[src/rtl/fp_int_pkg.sv]
// rtl/fp_int_pkg.sv - shared widths, scheduler state and job record for the fp16 x intN multiplier path
package fp_int_pkg;
  localparam int FP16_SIGN_W = 1;
  localparam int FP16_EXP_W  = 5;
  localparam int FP16_MAN_W  = 10;
  localparam int ACT_WIDTH   = FP16_SIGN_W + FP16_EXP_W + FP16_MAN_W;
  localparam int W_MAX       = 8;

  typedef enum logic {
    IDLE   = 1'b0,
    STREAM = 1'b1
  } sched_state_e;

  typedef struct packed {
    logic [ACT_WIDTH-1:0] act;
    logic [W_MAX-1:0]     w;
  } job_t;
endpackage

[src/rtl/fp_int_mul_sched_fifo.sv]
// rtl/fp_int_mul_sched_fifo.sv - synchronous job FIFO with registered full/empty
// Pointers carry one extra MSB so full and empty are distinguishable when the indices match.
module sched_job_fifo #(
  parameter int WIDTH = 24,
  parameter int DEPTH = 4
) (
  input  logic             clk,
  input  logic             rst,
  input  logic             push,
  input  logic             pop,
  input  logic [WIDTH-1:0] din,
  output logic [WIDTH-1:0] dout,
  output logic             full,
  output logic             empty
);
  localparam int AW = $clog2(DEPTH);

  logic [WIDTH-1:0] mem [DEPTH];
  logic [AW:0]      wr_ptr, rd_ptr, wr_ptr_nx, rd_ptr_nx;
  logic             do_push, do_pop;

  assign do_push   = push & ~full;
  assign do_pop    = pop & ~empty;
  assign wr_ptr_nx = wr_ptr + (AW+1)'(do_push);
  assign rd_ptr_nx = rd_ptr + (AW+1)'(do_pop);
  assign dout      = mem[rd_ptr[AW-1:0]];

  always_ff @(posedge clk or posedge rst) begin
    if (rst) begin
      wr_ptr <= '0;
      rd_ptr <= '0;
      full   <= 1'b0;
      empty  <= 1'b1;
    end else begin
      wr_ptr <= wr_ptr_nx;
      rd_ptr <= rd_ptr_nx;
      empty  <= (wr_ptr_nx == rd_ptr_nx);
      full   <= (wr_ptr_nx[AW-1:0] == rd_ptr_nx[AW-1:0]) && (wr_ptr_nx[AW] != rd_ptr_nx[AW]);
    end
  end

  always_ff @(posedge clk) begin
    if (do_push) mem[wr_ptr[AW-1:0]] <= din;
  end
endmodule

[src/rtl/fp_int_mul_sched.sv]
// rtl/fp_int_mul_sched.sv - job scheduler streaming weights MSB-first into the bit-serial fp_int_mul
// Optional perf_active/perf_stall counters under FP_INT_MUL_SCHED_PERF_EN.
module fp_int_mul_sched #(
  parameter int ACT_WIDTH = fp_int_pkg::ACT_WIDTH,
  parameter int W_MAX     = fp_int_pkg::W_MAX,
  parameter int DEPTH     = 4,
  parameter int CNT_WIDTH = 16
) (
  input  logic                 clk,
  input  logic                 rst,
  input  logic                 in_valid,
  output logic                 in_ready,
  input  logic [ACT_WIDTH-1:0] in_act,
  input  logic [W_MAX-1:0]     in_w,
  input  logic                 cfg_we,
  input  logic [3:0]           cfg_prec,
  output logic                 cfg_err,
  output logic [ACT_WIDTH-1:0] mul_act,
  output logic                 mul_w,
  output logic                 mul_valid,
  output logic [3:0]           mul_precision,
  input  logic                 mul_start_acc,
  output logic                 busy,
  output logic [CNT_WIDTH-1:0] jobs_done
`ifdef FP_INT_MUL_SCHED_PERF_EN
  ,
  output logic [CNT_WIDTH-1:0] perf_active,
  output logic [CNT_WIDTH-1:0] perf_stall
`endif
);
  import fp_int_pkg::*;

  localparam int BW = $clog2(W_MAX);

  job_t             fifo_din, fifo_dout;
  logic             fifo_full, fifo_empty, fifo_pop, push, ready_en;
  logic             cfg_ok, cfg_idle;
  sched_state_e     state;
  logic [ACT_WIDTH-1:0] act_r;
  logic [W_MAX-1:0] w_r;
  logic [BW-1:0]    bit_idx, prec_m1;

  // ready_en keeps in_ready low until the first edge after reset release
  assign in_ready     = ready_en & ~fifo_full;
  assign push         = in_valid & in_ready;
  assign fifo_din.act = in_act;
  assign fifo_din.w   = in_w;
  assign fifo_pop     = ~fifo_empty && (state == IDLE || bit_idx == '0);
  assign prec_m1      = BW'(mul_precision - 4'd1);
  assign busy         = ~fifo_empty || (state == STREAM);
  assign cfg_ok       = (cfg_prec != 4'd0) && (int'(cfg_prec) <= W_MAX);
  assign cfg_idle     = (state == IDLE) && fifo_empty;

  sched_job_fifo #(.WIDTH($bits(job_t)), .DEPTH(DEPTH)) u_fifo (
    .clk  (clk),
    .rst  (rst),
    .push (push),
    .pop  (fifo_pop),
    .din  (fifo_din),
    .dout (fifo_dout),
    .full (fifo_full),
    .empty(fifo_empty)
  );

  always_ff @(posedge clk or posedge rst) begin
    if (rst) begin
      state     <= IDLE;
      ready_en  <= 1'b0;
      act_r     <= '0;
      w_r       <= '0;
      bit_idx   <= '0;
      mul_valid <= 1'b0;
      mul_w     <= 1'b0;
      mul_act   <= '0;
    end else begin
      ready_en <= 1'b1;
      case (state)
        IDLE: begin
          mul_valid <= 1'b0;
          mul_w     <= 1'b0;
          if (!fifo_empty) begin
            act_r   <= fifo_dout.act;
            w_r     <= fifo_dout.w;
            bit_idx <= prec_m1;
            state   <= STREAM;
          end
        end
        STREAM: begin
          mul_valid <= 1'b1;
          mul_act   <= act_r;
          mul_w     <= w_r[bit_idx];
          if (bit_idx == '0) begin
            // reload on the last bit so consecutive jobs stream without a gap
            if (!fifo_empty) begin
              act_r   <= fifo_dout.act;
              w_r     <= fifo_dout.w;
              bit_idx <= prec_m1;
            end else begin
              state <= IDLE;
            end
          end else begin
            bit_idx <= bit_idx - 1'b1;
          end
        end
        default: state <= IDLE;
      endcase
    end
  end

  always_ff @(posedge clk or posedge rst) begin
    if (rst) begin
      mul_precision <= 4'(W_MAX);
      cfg_err       <= 1'b0;
    end else if (cfg_we) begin
      if (cfg_ok && cfg_idle) mul_precision <= cfg_prec;
      else                    cfg_err       <= 1'b1;
    end
  end

  always_ff @(posedge clk or posedge rst) begin
    if (rst)                             jobs_done <= '0;
    else if (mul_start_acc && ~&jobs_done) jobs_done <= jobs_done + CNT_WIDTH'(1);
  end

`ifdef FP_INT_MUL_SCHED_PERF_EN
  always_ff @(posedge clk or posedge rst) begin
    if (rst) begin
      perf_active <= '0;
      perf_stall  <= '0;
    end else begin
      if (mul_valid && ~&perf_active)             perf_active <= perf_active + CNT_WIDTH'(1);
      if (in_valid && !in_ready && ~&perf_stall)  perf_stall  <= perf_stall + CNT_WIDTH'(1);
    end
  end
`endif
endmodule

[config.mk]
export PLATFORM = sky130hd
export DESIGN_NAME = fp_int_mul_sched
export DESIGN_NICKNAME = d
export VERILOG_FILES = /design/src/rtl/fp_int_pkg.sv /design/src/rtl/fp_int_mul_sched_fifo.sv /design/src/rtl/fp_int_mul_sched.sv
export SDC_FILE = /design/constraint.sdc
export NUM_CORES = 1
export LEC_CHECK = 0
export BUFFER_PORTS_ARGS = -buffer_cell sky130_fd_sc_hd__buf_2
export CELL_PAD_IN_SITES_DETAIL_PLACEMENT = 1
export CELL_PAD_IN_SITES_GLOBAL_PLACEMENT = 1
export CORE_MARGIN = 2
export CORE_UTILIZATION = 45
export CTS_BUF_LIST = sky130_fd_sc_hd__clkbuf_4 sky130_fd_sc_hd__clkbuf_8 sky130_fd_sc_hd__clkbuf_16
export CTS_CLUSTER_DIAMETER = 120
export DETAILED_ROUTE_END_ITERATION = 16
export GPL_TIMING_DRIVEN = 0
export PLACE_DENSITY = 0.7
export SYNTH_ARGS = -nofsm -noshare
export SYNTH_HDL_FRONTEND = slang
export SYNTH_HIERARCHICAL = 1
export SYNTH_SLANG_ARGS = --single-unit
[constraint.sdc]
create_clock -name clk -period 6.3 [get_ports clk]
set_input_delay 0.315 -clock clk [delete_from_list [all_inputs] [get_ports clk]]
set_output_delay 0.315 -clock clk [all_outputs]
set_load 0.01 [all_outputs]
# Word-level counts from Yosys, hierarchy flattened
# Memories as Yosys holds them, arrays and structs flattened.
# Cells that the tools add are included.
word_totals:
  regBits: 76
  ram_bits: 96
  inputBits: 33
  word_cells: 67
  mem_count: 1
mem_list:
  columns: ["name", "words", "word_bits", "read_ports", "rd_ports_with_merged_regs", "write_ports", "line_no", "text"]
  rows:
  - ["u_fifo.mem", 4, 24, 1, 0, 1, "fp_int_mul_sched_fifo.sv:18", "logic [WIDTH-1:0] mem [DEPTH];"]
classes:
  n_addsub: 5
  magnitude_cmp: 2
  eq_ne: 4
  mux: 18
  bitwise_logic: 8
  reduce_logical: 14
ops:
  columns: ["cell", "count"]
  rows:
  - ["$mux 16", 2]
  - ["$pmux 16 s2", 1]
  - ["$add 16x1->16 const B", 1]
  - ["$mux 8", 2]
  - ["$pmux 8 s2", 1]
  - ["$reduce_and 16->1", 1]
  - ["$add 3x1->3", 2]
  - ["$logic_and 1x1->1", 6]
  - ["$mux 3", 2]
  - ["$pmux 1 s2", 3]
  - ["$pmux 3 s2", 1]
  - ["$sub 3x1->3 const B", 2]
  - ["$mux 1", 5]
  - ["$and 1x1->1", 4]
  - ["$le 4x4->1 const B", 1]
  - ["$lt 3x4->1 const B", 1]
  - ["$not 1->1", 4]
  - ["$reduce_and 2->1", 2]
  - ["$reduce_bool 4->1", 1]
  - ["$bmux 1 s3", 1]
  - ["$eq 3x3->1", 1]
  - ["$logic_not 3->1", 1]
  - ["$eq 2x2->1", 1]
  - ["$logic_or 1x1->1", 2]
  - ["3 further kinds", 3]

# Depth between registers and ports, before layout
# Gate-level depths: netlist of run 1.
depth:
  ltp_word: 7
  mapped_depth: 11

# Cells and area by module
# Netlist of run 1, hierarchy kept.
by_module_without_submodules:
  columns: ["mod", "n_inst", "cells_per_inst", "area_per_inst_um2"]
  rows:
  - ["sched_job_fifo", 1, 155, 3862.5]
  - ["fp_int_mul_sched", 1, 215, 2945.3]

# Least setup slack after synthesis of run 1
# Ideal clock, no wire load.
synth_timing:
  path_type: "register to register"
  from: "reg u_fifo.full"
  to: "mem u_fifo.mem[0][0] (enable)"
  setup_ns: 0.440
  arrival_time_ns: 2.800
  required_ns: 5.860
  path_slack_ns: 3.059
  stages_incl_launch_ff: 5
  period_less_slack_ns: 3.241
  cell_sequence: "dfrtp_1 nor2b_1 and2_1 nor2b_1 nor3b_1"
synth_via:
  elab_chain_len: 6
synth_rtl:
  columns: ["element", "line_no", "text"]
  rows:
  - ["start: declaration", "fp_int_mul_sched_fifo.sv:13", "output logic full,"]
  - ["start signal: assignment", "fp_int_mul_sched_fifo.sv:38", "full <= (wr_ptr_nx[AW-1:0] == rd_ptr_nx[AW-1:0]) && (wr_ptr_nx[AW] != rd_ptr_nx[AW]);"]
  - ["$not 1->1", "fp_int_mul_sched.sv:44", "assign in_ready = ready_en & ~fifo_full;"]
  - ["$and 1x1->1", "fp_int_mul_sched.sv:44", null]
  - ["via in_ready", "fp_int_mul_sched.sv:12", "output logic in_ready,"]
  - ["$and 1x1->1", "fp_int_mul_sched.sv:45", "assign push = in_valid & in_ready;"]
  - ["via push", "fp_int_mul_sched.sv:36", "logic fifo_full, fifo_empty, fifo_pop, push, ready_en;"]
  - ["$and 1x1->1", "fp_int_mul_sched_fifo.sv:22", "assign do_push = push & ~full;"]
  - ["$mux 1", "fp_int_mul_sched_fifo.sv:43", "if (do_push) mem[wr_ptr[AW-1:0]] <= din;"]
  - ["$mux 1 (implied by the code)", "fp_int_mul_sched_fifo.sv:43", null]
  - ["end: declaration", "fp_int_mul_sched_fifo.sv:18", null]
# The timed path passes the listed nets, and every way through them passes these cells.

# Worst setup path after layout of run 1
layout_timing:
  from: "reg bit_idx[0]"
  to: "reg u_fifo.full"
layout_via:
  elab_chain_len: 7
layout_rtl:
  columns: ["element", "line_no", "text"]
  rows:
  - ["start: declaration", "fp_int_mul_sched.sv:41", "logic [BW-1:0] bit_idx, prec_m1;"]
  - ["start signal: assignment", "fp_int_mul_sched.sv:84", "bit_idx <= prec_m1;"]
  - ["start signal: assignment", "fp_int_mul_sched.sv:97", "bit_idx <= prec_m1;"]
  - ["start signal: assignment", "fp_int_mul_sched.sv:102", "bit_idx <= bit_idx - 1'b1;"]
  - ["$logic_not 3->1", "fp_int_mul_sched.sv:48", "assign fifo_pop = ~fifo_empty && (state == IDLE || bit_idx == '0);"]
  - ["$logic_or 1x1->1", "fp_int_mul_sched.sv:48", null]
  - ["$logic_and 1x1->1", "fp_int_mul_sched.sv:48", null]
  - ["via fifo_pop", "fp_int_mul_sched.sv:36", null]
  - ["$and 1x1->1", "fp_int_mul_sched_fifo.sv:23", "assign do_pop = pop & ~empty;"]
  - ["$add 3x1->3", "fp_int_mul_sched_fifo.sv:25", "assign rd_ptr_nx = rd_ptr + (AW+1)'(do_pop);"]
  - ["via u_fifo.rd_ptr_nx[2]", "fp_int_mul_sched_fifo.sv:19", "logic [AW:0] wr_ptr, rd_ptr, wr_ptr_nx, rd_ptr_nx;"]
  - ["$ne 1x1->1", "fp_int_mul_sched_fifo.sv:38", null]
  - ["$logic_and 1x1->1", "fp_int_mul_sched_fifo.sv:38", null]
# The timed path passes the listed nets, and every way through them passes these cells.
# A chain may end at the register's enable or synchronous reset.

==> summary.log, run 1 <==
[status] status completed
[clock_tree] H-Tree Depth 4
[sta] total count of hold-check failures in the final report 0
[clock_tree] TritonCTS sink count 172
[sta] PnR worst setup slack 3.602 ns
[final_layout] Finished Cell Area 8167 µm²
[power] IR Drop Worst-Case VDD 0.2127 mV
[placed_design] dpl hpwl 8542 µm
[floorplan] Initial Util 46.49%
[route] WL per Instance 19.44 µm
[sta] worst-case headroom to the max-slew limit 40.41%
[clock_tree] clock buffers created by TritonCTS 17
[sta] final setup TNS 0 ns
[yosys] Post-synth EDFFs 96
[yosys] distinct cell type count of the synthesized netlist 48
[route] total iterations of the first detailed-routing run 4
[flow_run] max capacitance violation total 0
[setup_path] largest fanout on the critical path 10
[yosys] Post-Syn Area per Cell 18.40 µm²
[grt] final global-route overflow total 0
[setup_path] startpoint-to-endpoint class of the critical path flip-flop to flip-flop
[setup_path] beginning of the worst register-to-register path bit_idx[0]
[sta] slew at the pin with the worst max-slew slack 0.8917 ns
[grt] global-route wire length before repair 21300 µm
[yosys] net count of the mapped netlist 411
[clock_tree] clock insertion delay at the later pin of the skew report 0.42 ns
[final_layout] number of antenna cells inserted 0
[floorplan] Placeable Area 14640 µm²
[placed_design] Final GP Congestion 0.7282
[power] Power per Cell Area 466.7 nW/µm²
[floorplan] die span in y 127.0 µm
[sta] maximum achievable frequency 0.3707 GHz
[power] static leakage 3.248 nW
[clock_tree] CTS tree yes
[sta] worst slack on hold paths 0.1095 ns
[setup_path] setup slack on the worst flop-to-flop path 3.60 ns
[final_layout] Final Net Count 508
[route] post-route antenna net violation count 0
[setup_path] kind of start point of the critical path flip-flop
[grt] antenna violations before repair 0
[sta] final setup violation count 0
[final_layout] share of layout cells above drive strength 1 42.29%
[floorplan] die footprint 16130 µm²
[setup_path] cells on worst reg2reg path 11
[sta] Max Transition Viols Final 0
[floorplan] count of pins on the block boundary 74
[worst_hold_path] hold worst-path end u_fifo/mem[2][14]
[yosys] FFs w/ async S/R, synth 44.19%
[route] number of violations reported at the end of detailed-routing iteration 0 137
[grt] pin count of the biggest net entering global routing 68
[worst_hold_path] depth of the worst hold-timing path 1
[placed_design] worst slack after detailed placement 3.583 ns
[setup_path] type of destination of the critical path flip-flop
[grt] vias in the first global route 3932
[route] count of vias placed by the detailed router 3501
[final_layout] Synth-to-Final Area Change 19.96%
[sta] Final period util 42.82%
[yosys] Main synth FF type edfxtp_1
[final_layout] fill count 1345
[floorplan] number of cell rows 44
[route] Residual DRC 0
[final_layout] sequential standard cell area 4787 µm²
[yosys] number of synthesized register bits 172
[setup_path] arrival time of the worst setup path 3.05 ns
[placed_design] placed inst area 7480 µm²
[yosys] sequential area share after synthesis 70.32%
[sta] setup repair after global routing missed its margin no
[yosys] Synth Warn # 6
[final_layout] area of the multi-input gates 1893 µm²
[clock_tree] master cell of the clock root buffer clkbuf_16
[setup_path] WP data required 6.65 ns
[floorplan] die width 127.0 µm
[worst_hold_path] Worst Hold Class primary input to flip-flop
[worst_hold_path] hold path startpoint in_act[6]
[sta] maximum clock skew at final layout 0.005502 ns
[placed_design] port bufs 73
[yosys] Post-Synthesis Cell Area 6808 µm²
[setup_path] Worst R2R End u_fifo/full
[clock_tree] clock slew at reported path FFs 0.06 ns
[sta] shortest period the worst path allows 2.698 ns
[route] post-detailed-routing wire length 12910 µm
[yosys] gate count of the mapped netlist 370
[route] ratio of routed vias to standard cells 5.273
[grt] overall routing resource usage 17.65%
[clock_tree] Max clock buf depth 2
Yosys cell counts, drive strengths merged, types with 2 or more instances:
cell    instances  area [µm²]
edfxtp         96        2883
dfrtp          74        1852
mux2           49       551.8
mux4           26       600.6
nand2          15       56.30
buf            11       96.34
inv            10       37.54
xnor2          10       87.58
ha              8       100.1
nor2            8       30.03
nor2b           7       43.79
xor2            6       52.55
and3            5       31.28
nand3           5       30.03
nor3            5       25.02
nand4           4       46.29
o21ai           4       20.02
a31oi           3       18.77
mux2i           3       30.03
a21oi           2       13.76
clkbuf          2       8.750
dfstp           2       52.55
nand2b          2       20.02
nor3b           2       20.02
nor4            2       33.78
cell families after synthesis:
kind of cell | count (synthesis) | share of synthesized area [%]
other cells | 1 | 0.05508
fa+ha+maj | 8 | 1.470
mux | 78 | 17.37
buf+inv | 23 | 2.095
flops | 172 | 70.32
compound gates | 11 | 0.9742
simple gates | 61 | 5.661
xor+xnor | 16 | 2.058
cells in the final DEF, fill, tap and decap left out, types with 8 or more instances in the layout:
cell type | Yosys | routed
clkbuf_16 | 0 | 17
xnor2_1 | 10 | 10
ha_1 | 8 | 8
mux2_2 | 48 | 48
buf_2 | 3 | 76
inv_1 | 10 | 9
mux4_2 | 22 | 22
edfxtp_1 | 96 | 96
nand2_1 | 15 | 15
dfrtp_1 | 74 | 74
power by group:
part           total [W]  switching (W)  internal [W]
combinational    0.00102       0.000468      0.000550
clock            0.00117       0.000424      0.000749
sequential       0.00162       0.000154       0.00147
critical path, stage by stage (launching register included):
cell      delay, ns
dfrtp_1        0.45
inv_1          0.11
ha_1           0.22
nand2b_4       0.08
a21oi_2        0.40
buf_4          0.30
nor2b_1        0.17
ha_1           0.16
ha_1           0.17
xor2_1         0.23
xnor2_1        0.17
nor2b_1        0.17
sequential cells by signal (all words and copies together), names as in the netlist, 3 cells and up:
name	cells
u_fifo/mem	96
act_r	16
jobs_done	16
mul_act	16
w_r	8
mul_precision	4
bit_idx	3
u_fifo/rd_ptr	3
u_fifo/wr_ptr	3
cell type report:
type	instances	area share (%)
Buffer	13	1.287
Tap cell	184	2.819
Clock buffer	18	5.301
Timing Repair Buffer	78	5.347
Sequential cell	172	58.62
Multi-Input combinational cell	175	23.18
Clock inverter	14	2.957
Inverter	10	0.4903
stage by stage:
stage | utilization (%) | power [W] | std cells
after floorplan | - | 0.002345 | 370
after global placement | 50.56 | 0.002615 | 627
after detailed placement | 51.08 | 0.002682 | 631
after CTS | 55.75 | 0.003874 | 664
after global routing | 55.77 | 0.004019 | 664
final | 55.77 | 0.003811 | 664
routing by layer:
layer	global-route usage (%)	wire length [µm]
met5	0	0
met4	6.593	190
met3	4.020	463
met2	30.27	6603
met1	22.10	5648
how the worst max path moves through the flow:
stage / startpoint / end
global placement: u_fifo/full / u_fifo/mem[0][17]
global route: bit_idx[0] / u_fifo/full
finish: bit_idx[0] / u_fifo/full
detailed placement: bit_idx[0] / u_fifo/full
CTS: bit_idx[0] / u_fifo/full
floorplan: u_fifo/full / u_fifo/mem[0][0]
timing repair:
| item | CTS | global route |
|---|---|---|
| endpoints found under the setup margin | 0 | 0 |
| resized for setup | 0 | 0 |
| buffers inserted | 0 | 0 |
| hold buffers | 1 | 0 |
| endpoints found under the hold margin | 17 | 0 |
Note: power is estimated with default switching activity, not from simulation.
==> run 2, diff against run 1 <==
Settings changed: PLACE_DENSITY 0.7 to 0.73.
Clock period 6.3 ns to 2.4 ns, I/O delays scaled along.
==> run 2 against run 1 <==
  * Worst hold slack worse by 0.063 ns
  * Non-clock buffer count up 31
  * Clock-buffer cell count is the same
  * Fmax rose by 18%
  * Sequential share of layout area down 1.6 points
  * Clock power up 130%
  * Critical path type unchanged
  * Largest cell class unchanged
==> summary.log, run 2 (synthesized netlist as in run 1, its figures left out) <==
[power] IR Drop Worst-Case VDD 0.6463 mV
[route] ratio of routed vias to standard cells 5.247
[final_layout] max FFs per register 96
[clock_tree] clock insertion delay at the later pin of the skew report 0.42 ns
[sta] final setup violation count 0
[final_layout] sequential standard cell area 4788 µm²
[grt] overall routing resource usage 17.43%
[final_layout] area of the multi-input gates 1919 µm²
[placed_design] worst slack after detailed placement -0.3825 ns
[grt] pin count of the biggest net entering global routing 69
[route] number of violations reported at the end of detailed-routing iteration 0 208
[placed_design] Final GP Congestion 0.7393
[route] post-route antenna net violation count 0
[sta] PnR worst setup slack 0.1076 ns
[final_layout] most common cell after layout, fill and taps aside edfxtp_1
[floorplan] Initial Util 46.49%
[setup_path] critical path startpoint bit_idx[0]
[clock_tree] clock buffers created by TritonCTS 17
[sta] setup repair after global routing missed its margin yes
[grt] global-route wire length before repair 21070 µm
[final_layout] Final Net Count 539
[clock_tree] clock slew at reported path FFs 0.06 ns
[status] status completed
[route] WL per Instance 18.76 µm
[sta] Max Transition Viols Final 0
[placed_design] dpl hpwl 8547 µm
[grt] antenna violations before repair 0
[grt] vias in the first global route 3973
[final_layout] Synth-to-Final Area Change 23.29%
[floorplan] die footprint 16130 µm²
[floorplan] count of pins on the block boundary 74
[sta] total count of hold-check failures in the final report 0
[sta] maximum clock skew at final layout 0.005869 ns
[clock_tree] H-Tree Depth 4
[worst_hold_path] hold path startpoint mul_start_acc
[floorplan] number of cell rows 44
[sta] maximum achievable frequency 0.4362 GHz
[final_layout] number of antenna cells inserted 0
[route] met1 wire length 5758 µm
[route] post-detailed-routing wire length 13040 µm
[route] Routed met3 length 416 µm
[power] Power per Cell Area 1153 nW/µm²
[sta] worst-case headroom to the max-slew limit 39.84%
[placed_design] placed inst area 7440 µm²
[setup_path] beginning of the worst register-to-register path bit_idx[0]
[final_layout] highest-count cells in the layout ignoring fill and taps 96 x edfxtp_1, 76 x buf_2, 73 x dfrtp_1
[floorplan] die width 127.0 µm
[clock_tree] CTS tree yes
[route] total iterations of the first detailed-routing run 4
[route] total length of routed met2 wires 6682 µm
[setup_path] startpoint-to-endpoint class of the critical path flip-flop to flip-flop
[floorplan] die span in y 127.0 µm
[worst_hold_path] Worst Hold Class primary input to flip-flop
[route] count of vias placed by the detailed router 3647
[route] Residual DRC 0
[sta] slew at the pin with the worst max-slew slack 0.9025 ns
[placed_design] port bufs 73
[final_layout] fill count 1324
[flow_run] max capacitance violation total 0
[clock_tree] Max clock buf depth 2
[sta] shortest period the worst path allows 2.292 ns
[final_layout] share of layout cells above drive strength 1 41.10%
[setup_path] kind of start point of the critical path flip-flop
[grt] final global-route overflow total 0
[route] top layer used by detailed routing met4
[setup_path] type of destination of the critical path flip-flop
[final_layout] Finished Cell Area 8393 µm²
[power] static leakage 3.336 nW
[setup_path] arrival time of the worst setup path 2.64 ns
[sta] Final period util 95.52%
[clock_tree] master cell of the clock root buffer clkbuf_16
[setup_path] WP data required 2.75 ns
[floorplan] Placeable Area 14640 µm²
[setup_path] setup slack on the worst flop-to-flop path 0.11 ns
[setup_path] largest fanout on the critical path 10
[clock_tree] TritonCTS sink count 172
[power] Design Power 0.009674 W
run 2: critical path: stages (launching register included):
cell and delay, ns:
dfrtp_2 0.45, inv_1 0.11, ha_2 0.21, nand2b_4 0.07
a21oi_4 0.18, buf_12 0.17, nor2b_1 0.14, ha_1 0.16
ha_1 0.18, xor2_2 0.20, xnor2_1 0.16, nor2b_2 0.19
run 2: worst paths after layout:
kind | end | cells past startpoint
worst min register to register | cfg_err | 1
worst max-delay path | u_fifo/full | 11
max in group asynchronous | bit_idx[0] | 3
worst min-delay path | jobs_done[2] | 3
worst max register to register | u_fifo/full | 11
min in group asynchronous | u_fifo/full | 3
run 2: area by class of cell:
type	count	area share, %
Clock buffer	18	5.233
Tap cell	184	2.743
Sequential cell	172	57.05
Timing Repair Buffer	109	8.557
Inverter	10	0.4770
Multi-Input combinational cell	175	22.87
Clock inverter	14	1.670
Buffer	13	1.401
run 2: stage by stage:
stage	instances	utilization [%]	hold WS (ns)	TNS, ns
after floorplan	370	-	-0.06506	0
after global routing	695	57.31	0.05610	-0.1159
final	695	57.31	0.04682	0
after detailed placement	628	50.80	0.1160	-6.527
after global placement	627	50.61	0.08366	-55.98
after CTS	691	57.01	0.03013	0
run 2: layer usage:
metal	up-vias	global-route usage, %
met3	16	3.601
li1	1666	-
met5	-	0
met1	1888	22.10
met4	0	5.818
met2	77	30.20
run 2: what timing repair did:
item | in CTS | in global routing
endpoints found under the hold margin | 176 | 0
setup buffers | 1 | 4
gates resized for setup | 5 | 5
hold buffers | 30 | 0
pin swaps | 1 | 1
endpoints found under the setup margin | 51 | 15
run 2: power breakdown:
group / internal, W / switching (W)
clock: 0.00148 / 0.00116
sequential: 0.00385 / 0.000407
combinational: 0.00152 / 0.00126
total: 0.00685 / 0.00282
==> run 3, diff against run 2 <==
Settings changed: CORE_UTILIZATION 45 to 35, PLACE_DENSITY 0.73 to 0.59.
==> run 3 against run 2 <==
  * Final cell count increased by 12%
  * Clock skew increased by 0.0040 ns
  * Critical path type unchanged
  * Fmax increased by 2.0%
  * Sequential cell count unchanged
  * First-iteration DRC count decreased by 48%
  * Critical endpoint unchanged
==> summary.log, run 3 (synthesized netlist as in run 1, its figures left out) <==
[sta] shortest period the worst path allows 2.248 ns
[clock_tree] TritonCTS sink count 172
[worst_hold_path] hold path startpoint mul_start_acc
[setup_path] kind of start point of the critical path flip-flop
[placed_design] dpl hpwl 8830 µm
[floorplan] die span in y 143.5 µm
[sta] maximum achievable frequency 0.4449 GHz
[clock_tree] clock slew at reported path FFs 0.07 ns
[setup_path] type of destination of the critical path flip-flop
[power] static leakage 3.379 nW
[floorplan] count of pins on the block boundary 74
[setup_path] arrival time of the worst setup path 2.61 ns
[route] post-route antenna net violation count 0
[grt] global-route wire length before repair 21850 µm
[clock_tree] Max clock buf depth 2
[setup_path] startpoint-to-endpoint class of the critical path flip-flop to flip-flop
[placed_design] Final GP Congestion 0.7535
[sta] PnR worst setup slack 0.1523 ns
[setup_path] WP data required 2.76 ns
[clock_tree] CTS tree yes
[floorplan] number of cell rows 51
[route] ratio of routed vias to standard cells 4.714
[floorplan] Initial Util 35.33%
[status] status completed
[sta] Max Transition Viols Final 0
[final_layout] number of antenna cells inserted 0
[sta] final setup violation count 0
[sta] total count of hold-check failures in the final report 0
[final_layout] final cell count without fillers 777
[grt] antenna violations before repair 0
[route] number of violations reported at the end of detailed-routing iteration 0 108
[sta] maximum clock skew at final layout 0.009849 ns
[route] count of vias placed by the detailed router 3663
[final_layout] highest-count cells in the layout ignoring fill and taps 96 x edfxtp_1, 76 x buf_2, 73 x dfrtp_1
[floorplan] die footprint 20580 µm²
[grt] overall routing resource usage 14.39%
[setup_path] largest fanout on the critical path 10
[grt] pin count of the biggest net entering global routing 58
[worst_hold_path] Worst Hold Class primary input to flip-flop
[floorplan] Placeable Area 19270 µm²
[placed_design] port bufs 73
[flow_run] max capacitance violation total 0
[sta] worst-case headroom to the max-slew limit 41.01%
[setup_path] critical path startpoint bit_idx[0]
[final_layout] share of layout cells above drive strength 1 41.41%
[clock_tree] H-Tree Depth 4
[sta] slew at the pin with the worst max-slew slack 0.8828 ns
[final_layout] Synth-to-Final Area Change 26.12%
[grt] final global-route overflow total 0
[final_layout] most common cell after layout, fill and taps aside edfxtp_1
[grt] vias in the first global route 4021
[route] total iterations of the first detailed-routing run 4
[setup_path] beginning of the worst register-to-register path bit_idx[0]
[clock_tree] master cell of the clock root buffer clkbuf_16
[clock_tree] clock buffers created by TritonCTS 17
[final_layout] Final Net Count 540
[clock_tree] clock insertion delay at the later pin of the skew report 0.43 ns
[route] WL per Instance 17.48 µm
[power] Power per Cell Area 1167 nW/µm²
[route] Residual DRC 0
[route] post-detailed-routing wire length 13590 µm
[sta] Final period util 93.65%
[placed_design] worst slack after detailed placement -0.3760 ns
[final_layout] max FFs per register 96
[placed_design] total instance count after detailed placement 710
[floorplan] die width 143.5 µm
[power] IR Drop Worst-Case VDD 0.6268 mV
[run 3: final timing paths]
| check | endpoint | slack (ns) | depth (start not counted) |
|---|---|---|---|
| setup / recovery | u_fifo/full | 0.15 | 11 |
| hold / removal | jobs_done[2] | 0.05 | 3 |
| setup reg to reg | u_fifo/full | 0.15 | 11 |
| hold reg to reg | cfg_err | 0.45 | 1 |
| max in group asynchronous | mul_precision[3] | 1.64 | 4 |
| min in group asynchronous | ready_en | 0.16 | 3 |
[run 3: final cells by class]
| class | instances | area (µm²) |
|---|---|---|
| Tap cell | 265 | 331.6 |
| Sequential cell | 172 | 4788 |
| Buffer | 13 | 117.6 |
| Inverter | 10 | 40.04 |
| Fill cell | 1918 | 10690 |
| Clock inverter | 15 | 207.7 |
| Multi-Input combinational cell | 175 | 1929 |
| Timing Repair Buffer | 110 | 745.7 |
| Clock buffer | 17 | 425.4 |
[run 3: layer usage]
metal  global-route usage, %  share of wire, %  vias up
met2                   24.46                52       78
met5                       0                 0        -
met1                   17.64                43     1904
li1                        -                 -     1665
met3                   3.466               3.5       16
met4                   5.882               1.5        0
[run 3: repair_timing]
| action | 4_1_cts | 5_1_grt |
|---|---|---|
| cloned | 0 | 0 |
| hold buffers | 30 | 0 |
| endpoints found under the hold margin | 176 | 0 |
| setup endpoints to repair | 51 | 13 |
| pin swaps | 1 | 1 |
| buffers inserted | 1 | 4 |
| resized for setup | 4 | 8 |
[run 3: worst max-delay path, cell delays in order (launching register included)]
cell and delay [ns]:
dfrtp_2 0.44, inv_1 0.11, ha_2 0.22, nand2b_4 0.08, a21oi_4 0.16, buf_12 0.17
nor2b_1 0.15, ha_1 0.16, ha_2 0.20, xor2_2 0.22, xnor2_2 0.14, nor2b_2 0.15
[run 3: per-stage QoR]
step | instance area, µm² | setup TNS, ns | hold WS [ns] | util [%] | total power [W]
6_report | 8586 | 0 | 0.05183 | 44.55 | 0.01002
5_1_grt | 8586 | -0.02288 | 0.04828 | 44.55 | 0.01061
4_1_cts | 8523 | 0 | 0.02619 | 44.23 | 0.01013
3_5_place_dp | 7569 | -7.592 | 0.07057 | 39.27 | 0.007067
3_3_place_gp | 7512 | -64.43 | 0.07780 | 38.98 | 0.006926
2_1_floorplan | 6815 | 0 | -0.06506 | - | 0.006159
[run 3: where the power goes]
group	switching [W]	leakage [nW]	total (W)	internal (W)
registers	0.000403	1.78	0.00425	0.00385
clock network	0.00119	0.303	0.00295	0.00176
logic	0.00127	1.30	0.00282	0.00155
